**src/rtl/bram_port_arbiter.sv**
```systemverilog
// Two-requester round-robin front end for one port of a byte-enabled BRAM.
// Optionally zero-fills the memory after reset before granting any access.
module bram_port_arbiter #(
    parameter int DATA_WIDTH = 32,
    parameter int ADDR_WIDTH = 8,
    parameter int INIT_MEM   = 1
) (
    input  logic                    clock,
    input  logic                    reset,

    input  logic                    req_0,
    input  logic                    we_0,
    input  logic [DATA_WIDTH/8-1:0] be_0,
    input  logic [ADDR_WIDTH-1:0]   addr_0,
    input  logic [DATA_WIDTH-1:0]   wdata_0,
    output logic                    gnt_0,
    output logic                    rvalid_0,
    output logic [DATA_WIDTH-1:0]   rdata_0,

    input  logic                    req_1,
    input  logic                    we_1,
    input  logic [DATA_WIDTH/8-1:0] be_1,
    input  logic [ADDR_WIDTH-1:0]   addr_1,
    input  logic [DATA_WIDTH-1:0]   wdata_1,
    output logic                    gnt_1,
    output logic                    rvalid_1,
    output logic [DATA_WIDTH-1:0]   rdata_1,

    output logic                    init_done,

    output logic                    mem_readEnable,
    output logic                    mem_writeEnable,
    output logic [DATA_WIDTH/8-1:0] mem_writeByteEnable,
    output logic [ADDR_WIDTH-1:0]   mem_address,
    output logic [DATA_WIDTH-1:0]   mem_writeData,
    input  logic [DATA_WIDTH-1:0]   mem_readData
);

    localparam int BE_W = DATA_WIDTH / 8;
    // Extra counter bit keeps the last-address compare unambiguous.
    localparam logic [ADDR_WIDTH:0] INIT_LAST = {1'b0, {ADDR_WIDTH{1'b1}}};
    localparam logic [ADDR_WIDTH:0] CNT_ONE   = {{ADDR_WIDTH{1'b0}}, 1'b1};

    typedef enum logic {
        S_INIT = 1'b0,
        S_RUN  = 1'b1
    } state_t;

    state_t              state_q,    state_d;
    logic [ADDR_WIDTH:0] init_cnt_q, init_cnt_d;
    logic                last_gnt_q, last_gnt_d;
    logic                rd_pend_q,  rd_pend_d;
    logic                rd_tag_q,   rd_tag_d;

    logic sel;
    logic run;
    logic granted;
    logic we_sel;

    always_ff @(posedge clock or posedge reset) begin
        if (reset) begin
            state_q    <= S_INIT;
            init_cnt_q <= '0;
            last_gnt_q <= 1'b1;
            rd_pend_q  <= 1'b0;
            rd_tag_q   <= 1'b0;
        end else begin
            state_q    <= state_d;
            init_cnt_q <= init_cnt_d;
            last_gnt_q <= last_gnt_d;
            rd_pend_q  <= rd_pend_d;
            rd_tag_q   <= rd_tag_d;
        end
    end

    always_comb begin
        state_d    = state_q;
        init_cnt_d = init_cnt_q;
        last_gnt_d = last_gnt_q;
        rd_pend_d  = 1'b0;
        rd_tag_d   = rd_tag_q;

        run = (state_q == S_RUN);
        // Contention goes to whoever was not served last; idle selects 0.
        sel     = (req_0 & req_1) ? ~last_gnt_q : req_1;
        granted = (req_0 | req_1) & run;
        we_sel  = sel ? we_1 : we_0;

        gnt_0 = req_0 & ~sel & run;
        gnt_1 = req_1 &  sel & run;

        mem_address         = sel ? addr_1  : addr_0;
        mem_writeData       = sel ? wdata_1 : wdata_0;
        mem_writeByteEnable = sel ? be_1    : be_0;
        mem_readEnable      = granted & ~we_sel;
        mem_writeEnable     = granted &  we_sel;

        case (state_q)
            S_INIT: begin
                if (INIT_MEM != 0) begin
                    mem_readEnable      = 1'b0;
                    mem_writeEnable     = 1'b1;
                    mem_writeByteEnable = {BE_W{1'b1}};
                    mem_address         = init_cnt_q[ADDR_WIDTH-1:0];
                    mem_writeData       = '0;
                    init_cnt_d          = init_cnt_q + CNT_ONE;
                    if (init_cnt_q == INIT_LAST) state_d = S_RUN;
                end else begin
                    state_d = S_RUN;
                end
            end
            S_RUN: begin
                if (granted) begin
                    last_gnt_d = sel;
                    rd_pend_d  = ~we_sel;
                    rd_tag_d   = sel;
                end
            end
            default: state_d = S_INIT;
        endcase
    end

    // BRAM output is registered, so the response lines up with the tag register.
    assign rvalid_0  = rd_pend_q & ~rd_tag_q;
    assign rvalid_1  = rd_pend_q &  rd_tag_q;
    assign rdata_0   = rvalid_0 ? mem_readData : '0;
    assign rdata_1   = rvalid_1 ? mem_readData : '0;
    assign init_done = run;

endmodule

```
**config.mk**
```make
export PLATFORM = sky130hd
export DESIGN_NAME = bram_port_arbiter
export DESIGN_NICKNAME = d
export VERILOG_FILES = /design/src/rtl/bram_port_arbiter.sv
export SDC_FILE = /design/constraint.sdc
export NUM_CORES = 1
export LEC_CHECK = 0
export BUFFER_PORTS_ARGS = -buffer_cell sky130_fd_sc_hd__clkbuf_2
export CAP_MARGIN = 15
export CORE_AREA = 8 8 87 89
export DETAILED_ROUTE_END_ITERATION = 7
export DIE_AREA = 0 0 95 97
export GPL_ROUTABILITY_DRIVEN = 0
export GPL_TIMING_DRIVEN = 0
export PLACE_DENSITY = 0.79
export SETUP_SLACK_MARGIN = 0.2
export SYNTH_ARGS = -nofsm -noshare
export SYNTH_HDL_FRONTEND = slang
export SYNTH_SLANG_ARGS = --single-unit
export TNS_END_PERCENT = 20
```
**constraint.sdc**
```tcl
create_clock -name clock -period 1.6 [get_ports clock]
set_input_delay 0.32 -clock clock [delete_from_list [all_inputs] [get_ports clock]]
set_output_delay 0.32 -clock clock [all_outputs]
set_load 0.02 [all_outputs]
```
==> run_results.csv <==
group,metric,value,unit
synth,synth_top_area_share,18.2,%
synth,syn-instance-count,284,
finish,drive_above_1_share,71.6,%
finish,area_delta_synth_final,155,%
timing,worst_slew_pin_slew,544,ps
clocking,tritoncts,"done",
timing,skew,1.59,ps
timing,setup_viol,81,
timing,relSlewSlack,63.7,%
synth,yosys-top-cells-count,"nand2_1, and2_1, and3_1",
route,post_drt_wl_per_cell,21.2,µm
clocking,cts_root_buffer,"clkbuf_8",
clocking,clock_latency,250,ps
grt,grt_max_degree,14,
placement,hpwl,9030,µm
placement,io_buffers,240,
grt,antenna_found_initial,0,
pwr,power_density,238,nW/µm²
finish,finalNetCount,671,
setup_path,cp.required,1280,ps
die,core,6200,µm²
synth,ys.flop_type,"dfrtp_1",
route,drt_pass1_iterations,4,
finish,diodes,0,
grt,grt-ovfl-total,0,
setup_path,startpoint,"last_gnt_q$_DFFE_PP1P_",
outcome,status,"finished, violations left",
setup_path,slowest_delay,540,ps
timing,report.final.hold_viol_count,0,
setup_path,cp-end-kind,"output port",
die,io_pins,241,
die,rows,29,
pwr,ir_drop,0.247,mV
synth,avgSynthCellArea,6.61,µm²
finish,nFillCells,378,
run,max_cap_viol_count,0,
clocking,cts_buffers,3,
synth,synthArstFlopShare,100,%
route,drtIter0Drc,120,
setup_path,crit_chain,"a21bo_2 -> buf_8 -> buf_6 -> buf_8 -> nand2_1 -> a21boi_2 -> clkbuf_8",
pwr,power_leakage,2.47,nW
timing,layout_min_cycle_time,2040,ps
timing,worst_slack,-437,ps
synth,ys_warn_count,0,
route,route.detailed.drc,0,
die,dieArea,9220,µm²
finish,final_core_util,77.1,%
clocking,clkTransAtPathRegs,60,ps
setup_path,crit_top_cell,"buf_8",
grt,grt_pass1_wl,17500,µm
setup_path,path_class,"reg2out",
grt,grtUsageTotal,24.1,%
timing,final-max-slew-violation-count,0,
synth,synth_nets,412,
die,die_w,95,µm
die,start_util,30.2,%
clocking,cts_hold_buf,0,
timing,fin_crit_sh,127,%
synth,synth_cell_types,33,
setup_path,worstSetupStartpointType,"flop",
synth,synth_edf_count,0,
timing,max_freq,491,MHz
clocking,clockBufferDepth,2,
route,wl,13100,µm
timing,rsz0062_at_grt,"yes",
route,vias,3186,
route,drtAntennaViolNets,0,
synth,yosysTopAreaCell,"nand2_1",
synth,syn_area,1880,µm²
outcome,violations,"negative setup slack",
synth,ys_seq_area_share,17.4,%
grt,grt_pass1_vias,3333,
pwr,finalPower,1.14,mW
clocking,clkSinkCount,13,
setup_path,slowest_stage,"dfstp_2",
clocking,cts_max_level,1,
synth,ys_ff_latch,13,
synth,synth.top_cells.by_area,"nand2_1, dfrtp_1, and2_1, a21boi_1, and3_1",
setup_path,r2r_start,"init_cnt_q[0]$_DFFE_PP0N_",
route,via_per_inst,5.15,
synth,synth.most_common_cell,"nand2_1",
die,die_y,97,µm
setup_path,path_max_fanout,5,
hold_path,hp-class,"in2async",
setup_path,crit_arrival,1720,ps
flip-flops by register name, indices dropped and copies added (netlist names):
name        flops
init_done       1
rd_tag_q        1
last_gnt_q      1
init_cnt_q      9
rd_pend_q       1
cell type report:
type | instances | area (µm²) | share of cell area, %
multi-input cells | 243 | 2010 | 41.9
inverters | 2 | 7.51 | 0.157
clock buffers | 3 | 41.3 | 0.863
repair buffers | 254 | 2030 | 42.5
well taps | 77 | 96.3 | 2.01
clock inverters | 1 | 5.00 | 0.105
flip-flops and latches | 13 | 330 | 6.90
plain buffers | 26 | 264 | 5.52
worst max-delay path, delay by kind of cell, from the launching register on:
family / cells / cell delay (ps)
flops: 1 / 540
compound gates: 2 / 300
buf+inv: 4 / 520
simple gates: 1 / 90
stage by stage:
step | cells | hold slack (ps) | setup slack (ps) | instance area, µm² | TNS [ps]
after CTS | 616 | 99.1 | -395 | 4400 | -21820
after floorplan | 284 | 196 | 61.0 | 2270 | 0
after detailed placement | 601 | 377 | -194 | 3570 | -5590
after global routing | 619 | 132 | -496 | 4780 | -26460
after global placement | 601 | 348 | -172 | 3570 | -4140
final | 619 | 82.4 | -437 | 4780 | -21810
final timing paths:
kind / endpoint / slack, ps / depth (start not counted)
max: mem_writeData[15] / -440 / 7
min reg2reg: init_cnt_q[7]$_DFFE_PP0N_ / 520 / 1
max reg2reg: init_cnt_q[8]$_DFFE_PP0N_ / 220 / 5
min in group clock: last_gnt_q$_DFFE_PP1P_ / 330 / 2
max in group asynchronous: init_done$_DFF_PP0_ / 1130 / 2
min: rd_pend_q$_DFF_PP0_ / 80 / 2
cell usage in the layout (no fill, tap or decap), types with 3 or more instances in the layout:
master / synthesis / layout
buf_12: 0 / 4
a21boi_2: 1 / 17
clkbuf_4: 0 / 34
buf_2: 4 / 4
and2_4: 0 / 9
buf_8: 2 / 20
a21boi_4: 0 / 17
and2_1: 34 / 25
xor2_1: 3 / 3
buf_4: 0 / 25
clkbuf_8: 0 / 33
nand2_2: 0 / 17
buf_6: 8 / 23
nor2_1: 11 / 10
dfrtp_2: 0 / 3
a31oi_4: 0 / 8
dfrtp_1: 12 / 9
xnor2_1: 4 / 4
nand3_2: 0 / 3
clkbuf_2: 0 / 134
nand2_4: 0 / 23
and3_1: 33 / 33
nand2_1: 91 / 51
power by group:
| group | internal (mW) | total [mW] | leakage, nW | switching [mW] |
|---|---|---|---|---|
| combinational | 0.238 | 0.495 | 2.29 | 0.256 |
| clock | 0.173 | 0.314 | 0.0255 | 0.141 |
| sequential | 0.329 | 0.329 | 0.158 | 0 |
| total | 0.740 | 1.14 | 2.47 | 0.398 |
routing by layer:
layer | track usage [%] | wire length (µm) | vias up
met5 | 0 | 0 | -
met4 | 8.29 | 429 | 0
met3 | 9.27 | 1410 | 32
met2 | 46.9 | 6980 | 187
met1 | 21.3 | 4310 | 1506
li1 | - | - | 1461
logic make-up (layout without fill, tap and decap cells):
logic type / after synthesis / in the layout / synth area share (%)
AO/OA/AOI/OAI: 47 / 47 / 18.3
XOR/XNOR: 7 / 7 / 3.27
adder cells (fa/ha/maj): 2 / 2 / 1.33
buffers and inverters: 28 / 286 / 10.3
flip-flops: 13 / 13 / 17.4
multiplexers: 2 / 2 / 1.13
AND/OR/NAND/NOR: 185 / 185 / 48.3
repair_timing:
item                                    in CTS  in global routing
buffers inserted                             9                  1
endpoints found under the setup margin     114                115
cloned                                       2                  2
resized for setup                          181                145
pin swaps                                    8                 37
hold endpoints to repair                     0                  0
Note: power is estimated with default switching activity, not from simulation.
